File: config.mk
export PLATFORM = sky130hd
export DESIGN_NAME = display_capture
export DESIGN_NICKNAME = d
export VERILOG_FILES = /design/src/rtl/display_pkg.sv /design/src/rtl/seg7_decode.sv /design/src/rtl/display_capture.sv
export SDC_FILE = /design/constraint.sdc
export NUM_CORES = 1
export LEC_CHECK = 0
export CAP_MARGIN = 20
export CORE_UTILIZATION = 40
export DETAILED_ROUTE_END_ITERATION = 16
export PLACE_DENSITY_LB_ADDON = 0.25
export SYNTH_ARGS = -nofsm -noshare
export SYNTH_HDL_FRONTEND = slang
export SYNTH_HIERARCHICAL = 1
export SYNTH_SLANG_ARGS = --single-unit
File: constraint.sdc
create_clock -name clock -period 10.9 [get_ports clock]
set_input_delay 2.18 -clock clock [delete_from_list [all_inputs] [get_ports clock]]
set_output_delay 2.18 -clock clock [all_outputs]
set_load 0.1 [all_outputs]
File: src/rtl/display_pkg.sv
// Shared definitions for the seven-segment display capture block: segment
// patterns (active-low, CA..CG from MSB), blank anode value and FSM states.
package display_pkg;

  typedef enum logic [1:0] {
    IDLE,
    SETTLE,
    HELD
  } state_e;

  localparam logic [7:0] BLANK_ANODE = 8'hFF;

  localparam logic [6:0] SEG_0 = 7'b0000001;
  localparam logic [6:0] SEG_1 = 7'b1001111;
  localparam logic [6:0] SEG_2 = 7'b0010010;
  localparam logic [6:0] SEG_3 = 7'b0000110;
  localparam logic [6:0] SEG_4 = 7'b1001100;
  localparam logic [6:0] SEG_5 = 7'b0100100;
  localparam logic [6:0] SEG_6 = 7'b0100000;
  localparam logic [6:0] SEG_7 = 7'b0001111;
  localparam logic [6:0] SEG_8 = 7'b0000000;
  localparam logic [6:0] SEG_9 = 7'b0000100;
  localparam logic [6:0] SEG_A = 7'b0001000;
  localparam logic [6:0] SEG_B = 7'b1100000;
  localparam logic [6:0] SEG_C = 7'b0110001;
  localparam logic [6:0] SEG_D = 7'b1000010;
  localparam logic [6:0] SEG_E = 7'b0110000;
  localparam logic [6:0] SEG_F = 7'b0111000;

  // True when exactly one anode line is driven low.
  function automatic logic one_hot_low(input logic [7:0] an);
    logic [7:0] x;
    x = ~an;
    return (x != 8'h00) && ((x & (x - 8'd1)) == 8'h00);
  endfunction

endpackage

File: src/rtl/seg7_decode.sv
// Combinational seven-segment to hex decoder; hit is low for any pattern
// outside the 16-entry table (including all segments off).
module seg7_decode
  import display_pkg::*;
(
  input  logic [6:0] seg,
  output logic [3:0] nibble,
  output logic       hit
);

  always_comb begin
    nibble = 4'h0;
    hit    = 1'b1;
    case (seg)
      SEG_0:   nibble = 4'h0;
      SEG_1:   nibble = 4'h1;
      SEG_2:   nibble = 4'h2;
      SEG_3:   nibble = 4'h3;
      SEG_4:   nibble = 4'h4;
      SEG_5:   nibble = 4'h5;
      SEG_6:   nibble = 4'h6;
      SEG_7:   nibble = 4'h7;
      SEG_8:   nibble = 4'h8;
      SEG_9:   nibble = 4'h9;
      SEG_A:   nibble = 4'hA;
      SEG_B:   nibble = 4'hB;
      SEG_C:   nibble = 4'hC;
      SEG_D:   nibble = 4'hD;
      SEG_E:   nibble = 4'hE;
      SEG_F:   nibble = 4'hF;
      default: hit = 1'b0;
    endcase
  end

endmodule

File: src/rtl/display_capture.sv
// Captures a multiplexed 8-digit seven-segment scan into a 32-bit value.
// Define DISPLAY_CAPTURE_DP_EN to also capture the decimal points on dp.
module display_capture
  import display_pkg::*;
#(
  parameter int unsigned SETTLE_CYCLES = 4
) (
  input  logic        clock,
  input  logic        reset,
  input  logic [7:0]  cathode,
  input  logic [7:0]  anode,
  output logic [31:0] data,
  output logic        valid,
  output logic        frame_done,
  output logic        digit_err,
  output logic [7:0]  dp
);

  localparam logic [7:0] SETTLE_LAST = 8'(SETTLE_CYCLES - 1);

  logic [7:0]  cathode_q, cathode_d, cathode_prev_q, anode_q, anode_prev_q;
  state_e      state_q, state_d;
  logic [7:0]  cnt_q, cnt_d, seen_q, seen_d, seen_base;
  logic [31:0] shadow_q, shadow_d, data_q, data_d;
  logic        valid_q, valid_d, frame_done_q, frame_done_d;
  logic        digit_err_q, digit_err_d;
  logic        changed, sample, legal, write, hit;
  logic [3:0]  nibble;
  logic [2:0]  digit_idx;

  seg7_decode u_decode (
    .seg    (cathode_q[7:1]),
    .nibble (nibble),
    .hit    (hit)
  );

`ifdef DISPLAY_CAPTURE_DP_EN
  logic [7:0] dp_shadow_q, dp_shadow_d, dp_q, dp_d;
  assign cathode_d = cathode;
  assign dp        = dp_q;
`else
  // The decimal point is forced off so it never disturbs change detection.
  logic unused_cathode_dp;
  assign unused_cathode_dp = cathode[0];
  assign cathode_d         = {cathode[7:1], 1'b1};
  assign dp                = 8'h00;
`endif

  always_comb begin
    digit_idx = 3'd0;
    for (int i = 0; i < 8; i++) begin
      if (!anode_q[i]) digit_idx = 3'(i);
    end
  end

  always_comb begin
    state_d = state_q;
    cnt_d   = cnt_q;
    sample  = 1'b0;
    changed = (anode_q != anode_prev_q) || (cathode_q != cathode_prev_q);
    case (state_q)
      IDLE: begin
        if (anode_q != BLANK_ANODE) begin
          state_d = SETTLE;
          cnt_d   = 8'd0;
        end
      end
      SETTLE: begin
        if (changed) begin
          state_d = (anode_q == BLANK_ANODE) ? IDLE : SETTLE;
          cnt_d   = 8'd0;
        end else if (cnt_q == SETTLE_LAST) begin
          sample  = 1'b1;
          state_d = HELD;
          cnt_d   = 8'd0;
        end else begin
          cnt_d = cnt_q + 8'd1;
        end
      end
      HELD: begin
        if (changed) begin
          state_d = (anode_q == BLANK_ANODE) ? IDLE : SETTLE;
          cnt_d   = 8'd0;
        end
      end
      default: begin
        state_d = IDLE;
        cnt_d   = 8'd0;
      end
    endcase
  end

  // A full mask is consumed by the frame copy in the same cycle it is seen.
  always_comb begin
    legal        = one_hot_low(anode_q) && hit;
    write        = sample && legal;
    digit_err_d  = sample && !legal;
    frame_done_d = (seen_q == 8'hFF);
    seen_base    = frame_done_d ? 8'h00 : seen_q;
    seen_d       = write ? (seen_base | (8'h01 << digit_idx)) : seen_base;
    shadow_d     = shadow_q;
    if (write) shadow_d[{digit_idx, 2'b00} +: 4] = nibble;
    data_d       = frame_done_d ? shadow_q : data_q;
    valid_d      = valid_q | frame_done_d;
  end

`ifdef DISPLAY_CAPTURE_DP_EN
  always_comb begin
    dp_shadow_d = dp_shadow_q;
    if (write) dp_shadow_d[digit_idx] = ~cathode_q[0];
    dp_d = frame_done_d ? dp_shadow_q : dp_q;
  end

  always_ff @(posedge clock or posedge reset) begin
    if (reset) begin
      dp_shadow_q <= 8'h00;
      dp_q        <= 8'h00;
    end else begin
      dp_shadow_q <= dp_shadow_d;
      dp_q        <= dp_d;
    end
  end
`endif

  always_ff @(posedge clock or posedge reset) begin
    if (reset) begin
      cathode_q      <= 8'hFF;
      cathode_prev_q <= 8'hFF;
      anode_q        <= BLANK_ANODE;
      anode_prev_q   <= BLANK_ANODE;
      state_q        <= IDLE;
      cnt_q          <= 8'd0;
      seen_q         <= 8'h00;
      shadow_q       <= 32'h0;
      data_q         <= 32'h0;
      valid_q        <= 1'b0;
      frame_done_q   <= 1'b0;
      digit_err_q    <= 1'b0;
    end else begin
      cathode_q      <= cathode_d;
      cathode_prev_q <= cathode_q;
      anode_q        <= anode;
      anode_prev_q   <= anode_q;
      state_q        <= state_d;
      cnt_q          <= cnt_d;
      seen_q         <= seen_d;
      shadow_q       <= shadow_d;
      data_q         <= data_d;
      valid_q        <= valid_d;
      frame_done_q   <= frame_done_d;
      digit_err_q    <= digit_err_d;
    end
  end

  assign data       = data_q;
  assign valid      = valid_q;
  assign frame_done = frame_done_q;
  assign digit_err  = digit_err_q;

endmodule

==> results.tsv, run 1 <==
metric	value	unit
status	finished clean	
fmaxAchievable	244	MHz
syn_area	5200	µm²
synth_edf_count	0	
grt_pass1_vias	3469	
grt_max_degree	83	
wl_met1	4.69	mm
crit_type	register to primary output	
cp.required	8.72	ns
rsz0062_at_grt	no	
ys_warn_count	6	
setup_violations	0	
drc	0	
placed_cells	673	
cts_sinks	115	
drt-total-wl	10.3	mm
max_cap_viol_count	0	
cts_tree	done	
worstPathMaxFanout	2	
critical-path-top-delay-family	buffers and inverters	
die_y	116	µm
yosysSeqAreaShare	56.0	%
clkTransAtPathRegs	0.05	ns
grt.overflow.total	0	
grt_pass1_wl	17.1	mm
port_buffers	51	
cts_hold_buf	0	
dp_slack	6.89	ns
fin_cells	706	
die_x	116	µm
synth_compound_area_share	7.77	%
drive_gt1_share	19.1	%
worst_r2r_startpoint	cathode_q[6]$_DFF_PP1_	
rr_endpoint	shadow_q[7]$_DFFE_PP0P_	
yosys.area_share.adder	2.12	%
areaGrowthSynthToFinish	22.8	%
worst_pin_slew	1.02	ns
io-pin-count	61	
mostFrequentLayoutCell	nand2_1	
critPathMaxStageDelay	1.15	ns
power	1040	µW
synth.avg_cell_area	11.0	µm²
hpwl	6.74	mm
drt_iter0_markers	177	
peakVddDrop	74.3	µV
min_from	anode_q[0]$_DFF_PP1_	
power.density	162	nW/µm²
finalHoldViolCount	0	
vias	3561	
worst_slack	6.80	ns
cts-root-buf	clkbuf_16	
p_leak	0.00294	µW
synth_seq_cells	115	
grt_util_all_layers	16.7	%
wl_met2	5.25	mm
core_area	12700	µm²
whs_path_depth	0	
initial_utilization	41.1	%
viasPerCell	5.04	
cts_inserted_buffers	17	
final_nets	547	
synthSimpleGateAreaFrac	18.3	%
clock-skew-final	0.00835	ns
insertedDiodeCount	0	
wl_met3	253	µm
wl_per_cell	14.6	µm
cp.arrival	1.92	ns
r2r_cells	8	
cts_setup_buffers	0	
clk_latency	0.40	ns
postRouteAntennaNets	0	
cp_slowest_cell	clkdlybuf4s50_1	
crit_chain	clkdlybuf4s50_1	
hold_path.class	register to register	
antenna_found_initial	0	
firstDrtPassIters	4	
timing.setup.tns	0	ns
cp-end-kind	primary output	
synth_top_family_by_area	simple AND/OR/NAND/NOR gates	
ys.flop_type	dfrtp_1	
htreeDepth	4	
fin_crit	4.10	ns
ys_async_sr_fraction	100	%
start_kind	register	
drv_slew	0	
r2r_setup_slack	7.54	ns
clockBufferDepth	2	
synthMuxAreaShare	7.21	%
synth.distinct_cells	64	
synthXorXnorAreaFrac	3.53	%
cp_num_buf_inv	1	
die_area	13500	µm²
rows	41	
layout_common_cells	101 x nand2_1, 85 x dfrtp_1, 51 x clkdlybuf4s50_1, 30 x dfstp_2, 28 x mux2_2	
finalCritPeriodShare	37.6	%
hold_end	anode_prev_q[0]$_DFF_PP1_	
ctsResizeCount	0	
synth_cells	473	
top_layer_used	met4	
place.gp.congestion	0.802	
maxSlewHeadroom	31.0	%
nFillCells	1163	
kinds of logic (layout without fill, tap and decap cells):
group,after synthesis,after routing
AOI/OAI and AO/OA,56,56
xor gates and xnor gates,21,21
adders and majority gates,9,9
buffers and inverters,48,102
DFF,115,115
muxes,34,34
other,1,8
and+or+nand+nor,189,189
Yosys cell counts, types with 2 or more instances:
master,count,area share (%)
nand4b_1,5,0.84
and2_1,6,0.72
buf_4,12,1.7
nand2b_1,2,0.24
xor2_1,15,2.5
nand2_1,101,7.3
nand4_1,7,0.84
a22o_1,2,0.34
o31ai_1,2,0.29
mux2i_1,6,1.2
and3_1,4,0.48
buf_2,6,0.58
mux2_2,28,6.1
clkbuf_1,9,0.65
dfrtp_1,85,41
a32o_1,9,1.7
a211oi_1,2,0.29
a31oi_1,2,0.24
nor2b_1,6,0.72
or4_1,2,0.29
nor3b_1,3,0.43
nor2_1,19,1.4
o21ai_0,11,1.1
a21oi_1,10,0.96
a31o_2,2,0.34
o211ai_1,2,0.29
xnor2_1,6,1.0
nor4_1,5,0.60
and4_1,2,0.34
inv_1,16,1.2
nor3_1,3,0.29
and4b_1,2,0.38
buf_6,3,0.65
dfstp_2,30,15
ha_1,8,1.9
nand3_1,12,1.2
worst max path at each step:
stage	startpoint	endpoint	slack [ns]	cells after the start
after global routing	data[1]$_DFFE_PP0P_	data[1]	6.74	1
after global placement	reset	data[10]$_DFFE_PP0P_	6.95	3
after floorplan	reset	cnt_q[0]$_DFFE_PP0P_	5.73	1
after detailed placement	reset	data[12]$_DFFE_PP0P_	6.89	3
after CTS	data[3]$_DFFE_PP0P_	data[3]	6.75	1
final	data[1]$_DFFE_PP0P_	data[1]	6.80	1
sequential cells by signal, summed over array words and instances (netlist names):
name,count
anode_prev_q,8
anode_q,8
cathode_prev_q,7
cathode_q,7
cnt_q,8
data,32
digit_err,1
frame_done,1
seen_q,8
shadow_q,32
state_q,2
valid,1
metal layers:
metal | track usage [%] | up-vias
met1 | 21.9 | 1767
met4 | 6.92 | 0
met2 | 26.5 | 71
li1 | - | 1713
met5 | 0 | -
met3 | 3.92 | 10
report_power, final:
part           leakage [µW]  switching [µW]  internal [µW]
Clock              0.000282             199            338
Combinational       0.00116            34.3           16.7
Sequential          0.00150            10.3            438
Total               0.00294             243            793
per-stage QoR:
stage	utilization, %	hold WS (ns)	instance area, µm²
6_report	50.4	0.397	6390
5_1_grt	50.4	0.402	6390
4_1_cts	50.2	0.398	6360
3_5_place_dp	45.6	0.393	5780
3_3_place_gp	45.6	0.391	5780
2_1_floorplan	-	0.352	5230
layout make-up:
class,count,area [µm²],share of cell area [%]
Sequential cell,115,2920,45.6
Multi-Input combinational cell,317,2060,32.2
Timing Repair Buffer,54,553,8.66
Clock buffer,17,425,6.66
Tap cell,172,215,3.37
Clock inverter,15,159,2.49
Inverter,16,62.6,0.979
No activity file was read; power rests on OpenSTA's default activity.
==> run 2, diff against run 1 <==
Clock period 10.9 ns to 3.7 ns, I/O delays scaled along.
==> run 2 against run 1 <==
  * Register-to-register slack got worse by 7.0 ns
  * Routed wire length rose by 2.3%
  * Critical path depth rose by 9
  * Design area rose by 1.3%
  * Clock-buffer cell count rose by 1
  * Clock skew rose by 0.0032 ns
  * Clock power rose to 3.3 times the previous value
  * Total power rose to 3.1 times the previous value
  * Sequential share of layout area fell by 0.57 points
  * Die area did not move
  * Via count rose by 1.0%
  * Critical path type is now register to register
==> results.tsv, run 2 (synthesized netlist as in run 1, its figures left out) <==
metric	value	unit	change
cp-end-kind	register		was primary output
areaGrowthSynthToFinish	24.3	%	was 22.8%
die_x	116	µm	unchanged
initial_utilization	41.1	%	unchanged
postRouteAntennaNets	0		unchanged
die_y	116	µm	unchanged
worst_pin_slew	0.979	ns	was 1.02 ns
clock-skew-final	0.0115	ns	was 0.00835 ns
ctsResizeCount	0		unchanged
wl_per_cell	14.9	µm	was 14.6 µm
dp_slack	0.640	ns	was 6.89 ns
cts_setup_buffers	0		unchanged
worst_slack	0.573	ns	was 6.80 ns
timing.setup.tns	0	ns	unchanged
grt_pass1_wl	17.6	mm	was 17.1 mm
fin_cells	709		was 706
min_from	anode_q[0]$_DFF_PP1_		unchanged
cp.required	3.99	ns	was 8.72 ns
start_kind	register		unchanged
hold-worst-slack	0.401	ns	was 0.397 ns
placed_cells	677		was 673
power.density	503	nW/µm²	was 162 nW/µm²
power	3250	µW	was 1040 µW
drc	0		unchanged
clkTransAtPathRegs	0.06	ns	was 0.05 ns
max_cap_viol_count	0		unchanged
insertedDiodeCount	0		unchanged
port_buffers	51		unchanged
grt_util_all_layers	17.4	%	was 16.7%
cts-root-buf	clkbuf_16		unchanged
setup_violations	0		unchanged
rsz0062_at_grt	no		unchanged
fin_crit	3.13	ns	
cts_hold_buf	0		unchanged
drive_gt1_share	19.7	%	was 19.1%
p_leak	0.00298	µW	was 0.00294 µW
place.gp.congestion	0.797		was 0.802
hpwl	7.03	mm	was 6.74 mm
grt_pass1_vias	3604		was 3469
crit_type	register to register		was register to primary output
cts_inserted_buffers	17		unchanged
htreeDepth	4		unchanged
clockBufferDepth	2		unchanged
antenna_found_initial	0		unchanged
status	finished clean		unchanged
finalHoldViolCount	0		unchanged
clk_latency	0.41	ns	was 0.40 ns
viasPerCell	5.07		was 5.04
fmaxAchievable	320	MHz	
die_area	13500	µm²	unchanged
drt_iter0_markers	157		was 177
drv_slew	0		unchanged
vias	3597		was 3561
io-pin-count	61		unchanged
cp.arrival	3.42	ns	was 1.92 ns
drt-total-wl	10.5	mm	was 10.3 mm
layout_common_cells	101 x nand2_1, 85 x dfrtp_1, 51 x clkdlybuf4s50_1, 30 x dfstp_2, 28 x mux2_2		unchanged
cts_sinks	115		unchanged
mostFrequentLayoutCell	nand2_1		unchanged
worst_r2r_startpoint	anode_q[2]$_DFF_PP1_		was cathode_q[6]$_DFF_PP1_
grt.overflow.total	0		unchanged
hold_path.class	register to register		unchanged
firstDrtPassIters	4		unchanged
crit_start	anode_q[2]$_DFF_PP1_		was data[1]$_DFFE_PP0P_
worstPathMaxFanout	12		was 2
cts_tree	done		unchanged
final_nets	550		was 547
maxSlewHeadroom	34.5	%	was 31.0%
peakVddDrop	203	µV	was 74.3 µV
nFillCells	1130		was 1163
grt_max_degree	58		was 83
rows	41		unchanged
core_area	12700	µm²	unchanged
finalCritPeriodShare	84.5	%	
-- run 2: cell type report --
type	instances	area (µm²)	share of cell area [%]
Clock buffer	18	439	6.79
Clock inverter	14	210	3.25
Inverter	16	63.8	0.986
Multi-Input combinational cell	317	2060	31.8
Sequential cell	115	2920	45.1
Tap cell	172	215	3.33
Timing Repair Buffer	57	568	8.78
-- run 2: path summary, 6_finish.rpt --
check	to	slack, ns	depth (start not counted)
max	shadow_q[26]$_DFFE_PP0P_	0.57	10
min	anode_prev_q[0]$_DFF_PP1_	0.40	0
max reg2reg	shadow_q[26]$_DFFE_PP0P_	0.57	10
min reg2reg	anode_prev_q[0]$_DFF_PP1_	0.40	0
max in group asynchronous	anode_prev_q[0]$_DFF_PP1_	2.12	3
min in group asynchronous	valid$_DFF_PP0_	0.73	2
-- run 2: critical path: stages (launching register included) --
cell and delay (ns):
dfstp_2 0.59, inv_1 0.05, o21ai_0 0.16, a31o_2 0.27, inv_1 0.16, ha_1 0.25, ha_1 0.58, nand4b_1 0.18
nor3_1 0.24, buf_4 0.19, mux2_2 0.34
-- run 2: per-stage QoR --
| stage | utilization [%] | area [µm²] |
|---|---|---|
| 2_1_floorplan | - | 5230 |
| 3_3_place_gp | 45.9 | 5820 |
| 3_5_place_dp | 45.9 | 5820 |
| 4_1_cts | 51.1 | 6470 |
| 5_1_grt | 51.1 | 6470 |
| 6_report | 51.1 | 6470 |
-- run 2: per-layer routing --
metal | GRT usage [%] | vias up | routed length (µm)
li1 | - | 1723 | -
met1 | 21.5 | 1792 | 4690
met2 | 28.7 | 71 | 5400
met3 | 5.60 | 11 | 341
met4 | 6.41 | 0 | 113
met5 | 0 | - | 0
-- run 2: where the power goes --
group | switching [µW] | internal [µW]
sequential | 30.3 | 1290
combinational | 102 | 49.2
clock | 575 | 1210
==> run 3, diff against run 2 <==
Clock period 3.7 ns to 3.05 ns, I/O delays scaled along.
==> run 3 against run 2 <==
  * Clock skew is 0.0061 ns lower
  * Combinational power grew 26%
  * Hold slack gained 0.0027 ns
  * Register-to-register slack got worse by 0.36 ns
  * Total power is 13% higher
  * Via count grew 0.14%
  * Setup slack worse by 0.36 ns
  * Die area unchanged
  * Critical endpoint is now shadow_q[4]$_DFFE_PP0P_
==> results.tsv, run 3 (synthesized netlist as in run 1, its figures left out) <==
metric	value	unit	change
crit_chain	buf_4 -> or3b_4 -> nor3b_2 -> a211oi_1 -> o2111ai_1 -> o311a_1 -> and3_2 -> nor4b_4 -> mux2_2		was inv_1 -> o21ai_0 -> a31o_2 -> inv_1 -> ha_1 -> ha_1 -> nand4b_1 -> nor3_1 -> buf_4 -> mux2_2
htreeDepth	4		unchanged
timing.setup.tns	0	ns	unchanged
maxSlewHeadroom	58.6	%	was 34.5%
hpwl	6.69	mm	was 7.03 mm
core_area	12700	µm²	unchanged
grt.overflow.total	0		unchanged
die_area	13500	µm²	unchanged
grt_util_all_layers	16.6	%	was 17.4%
cp_slowest_cell	or3b_4		was dfstp_2
r2r_cells	9		was 10
die_x	116	µm	unchanged
cts_setup_buffers	0		unchanged
hold_path.class	register to register		unchanged
mostFrequentLayoutCell	nand2_1		unchanged
power.density	575	nW/µm²	was 503 nW/µm²
layout_common_cells	101 x nand2_1, 85 x dfrtp_1, 48 x buf_4, 30 x dfstp_2, 28 x mux2_2		was 101 x nand2_1, 85 x dfrtp_1, 51 x clkdlybuf4s50_1, 30 x dfstp_2, 28 x mux2_2
power	3670	µW	was 3250 µW
cts_sinks	115		unchanged
nFillCells	1130		unchanged
top_layer_used	met4		unchanged
io-pin-count	61		unchanged
clk_latency	0.41	ns	about the same
clock-skew-final	0.00539	ns	was 0.0115 ns
die_y	116	µm	unchanged
drive_gt1_share	26.8	%	was 19.7%
grt_max_degree	116		was 58
rows	41		unchanged
antenna_found_initial	0		unchanged
drt_iter0_markers	139		was 157
cts_inserted_buffers	17		unchanged
fmaxAchievable	352	MHz	was 320 MHz
wl_met2	4.90	mm	was 5.40 mm
ctsResizeCount	0		unchanged
grt_pass1_wl	16.8	mm	was 17.6 mm
port_buffers	51		unchanged
fin_crit	2.84	ns	was 3.13 ns
start_kind	register		unchanged
clkTransAtPathRegs	0.05	ns	was 0.06 ns
cp.arrival	3.13	ns	was 3.42 ns
grt_pass1_vias	3401		was 3604
p_leak	0.00307	µW	was 0.00298 µW
insertedDiodeCount	0		unchanged
place.gp.congestion	0.798		was 0.797
whs_path_depth	0		unchanged
critPathMaxStageDelay	0.41	ns	was 0.59 ns
wl_per_cell	14.1	µm	was 14.9 µm
multi_input_area	2080	µm²	was 2060 µm²
wl_met1	4.70	mm	was 4.69 mm
wl_met3	275	µm	was 341 µm
setup_violations	0		unchanged
vias	3602		was 3597
rsz0062_at_grt	no		unchanged
worstPathMaxFanout	12		unchanged
drc	0		unchanged
cp.required	3.34	ns	was 3.99 ns
max_cap_viol_count	0		unchanged
peakVddDrop	282	µV	was 203 µV
crit_type	register to register		unchanged
firstDrtPassIters	4		unchanged
finalHoldViolCount	0		unchanged
seq_area	2920	µm²	unchanged
drv_slew	0		unchanged
finalCritPeriodShare	93.1	%	was 84.5%
worst_pin_slew	0.619	ns	was 0.979 ns
status	finished clean		unchanged
cts-root-buf	clkbuf_16		unchanged
clockBufferDepth	2		unchanged
areaGrowthSynthToFinish	22.7	%	was 24.3%
postRouteAntennaNets	0		unchanged
cp-end-kind	register		unchanged
cts_tree	done		unchanged
viasPerCell	5.02		was 5.07
initial_utilization	41.1	%	unchanged
drt-total-wl	10.1	mm	was 10.5 mm
cts_hold_buf	0		unchanged
final_nets	558		was 550
run 3: cell types whose count changed in the layout (fill, tap and decap cells not counted), sizes merged:
| cell | delta |
|---|---|
| clkbuf | +10 |
| bufinv | -4 |
| clkinvlp | -3 |
| clkdlybuf4s50 | -35 |
| buf | +43 |
| clkinv | -3 |
run 3: metal layers:
| layer | up-vias | GRT usage [%] |
|---|---|---|
| met1 | 1790 | 21.9 |
| met4 | 0 | 8.97 |
| li1 | 1735 | - |
| met2 | 58 | 25.0 |
| met3 | 19 | 4.13 |
| met5 | - | 0 |
run 3: cell type report:
class	count	share of cell area (%)
well taps	172	3.37
multi-input cells	317	32.5
repair buffers	65	8.47
flip-flops and latches	115	45.7
clock buffers	28	8.27
inverters	16	0.999
clock inverters	4	0.705
run 3: metrics by stage:
stage               hold WS, ns  utilization [%]  std cells  worst slack [ns]  instance area [µm²]
finish                    0.404             50.4        717             0.211                 6380
global route              0.411             50.4        717            0.0325                 6380
CTS                       0.405             50.2        717            0.0920                 6370
detailed placement        0.395             45.7        685             0.119                 5790
global placement          0.391             45.7        685             0.119                 5790
floorplan                 0.352                -        480             0.113                 5230
run 3: final timing paths:
| kind | start | to | slack, ns |
|---|---|---|---|
| min in group asynchronous | reset | valid$_DFF_PP0_ | 0.75 |
| worst max-delay path | cathode_q[6]$_DFF_PP1_ | shadow_q[4]$_DFFE_PP0P_ | 0.21 |
| worst min register to register | anode_q[0]$_DFF_PP1_ | anode_prev_q[0]$_DFF_PP1_ | 0.40 |
| worst min-delay path | anode_q[0]$_DFF_PP1_ | anode_prev_q[0]$_DFF_PP1_ | 0.40 |
| worst max register to register | cathode_q[6]$_DFF_PP1_ | shadow_q[4]$_DFFE_PP0P_ | 0.21 |
| max in group asynchronous | reset | cathode_q[7]$_DFF_PP1_ | 1.88 |
run 3: power by group:
| group | internal, µW | switching, µW |
|---|---|---|
| combinational | 64.5 | 127 |
| sequential | 1570 | 32.0 |
| clock | 1250 | 629 |
| total | 2880 | 789 |
run 3: critical path, delay by kind of cell, from the launching register on:
kind	cells	cell delay, ns
AO/OA/AOI/OAI	3	0.53
buffers and inverters	1	0.17
flip-flops	1	0.36
multiplexers	1	0.38
AND/OR/NAND/NOR	4	1.28
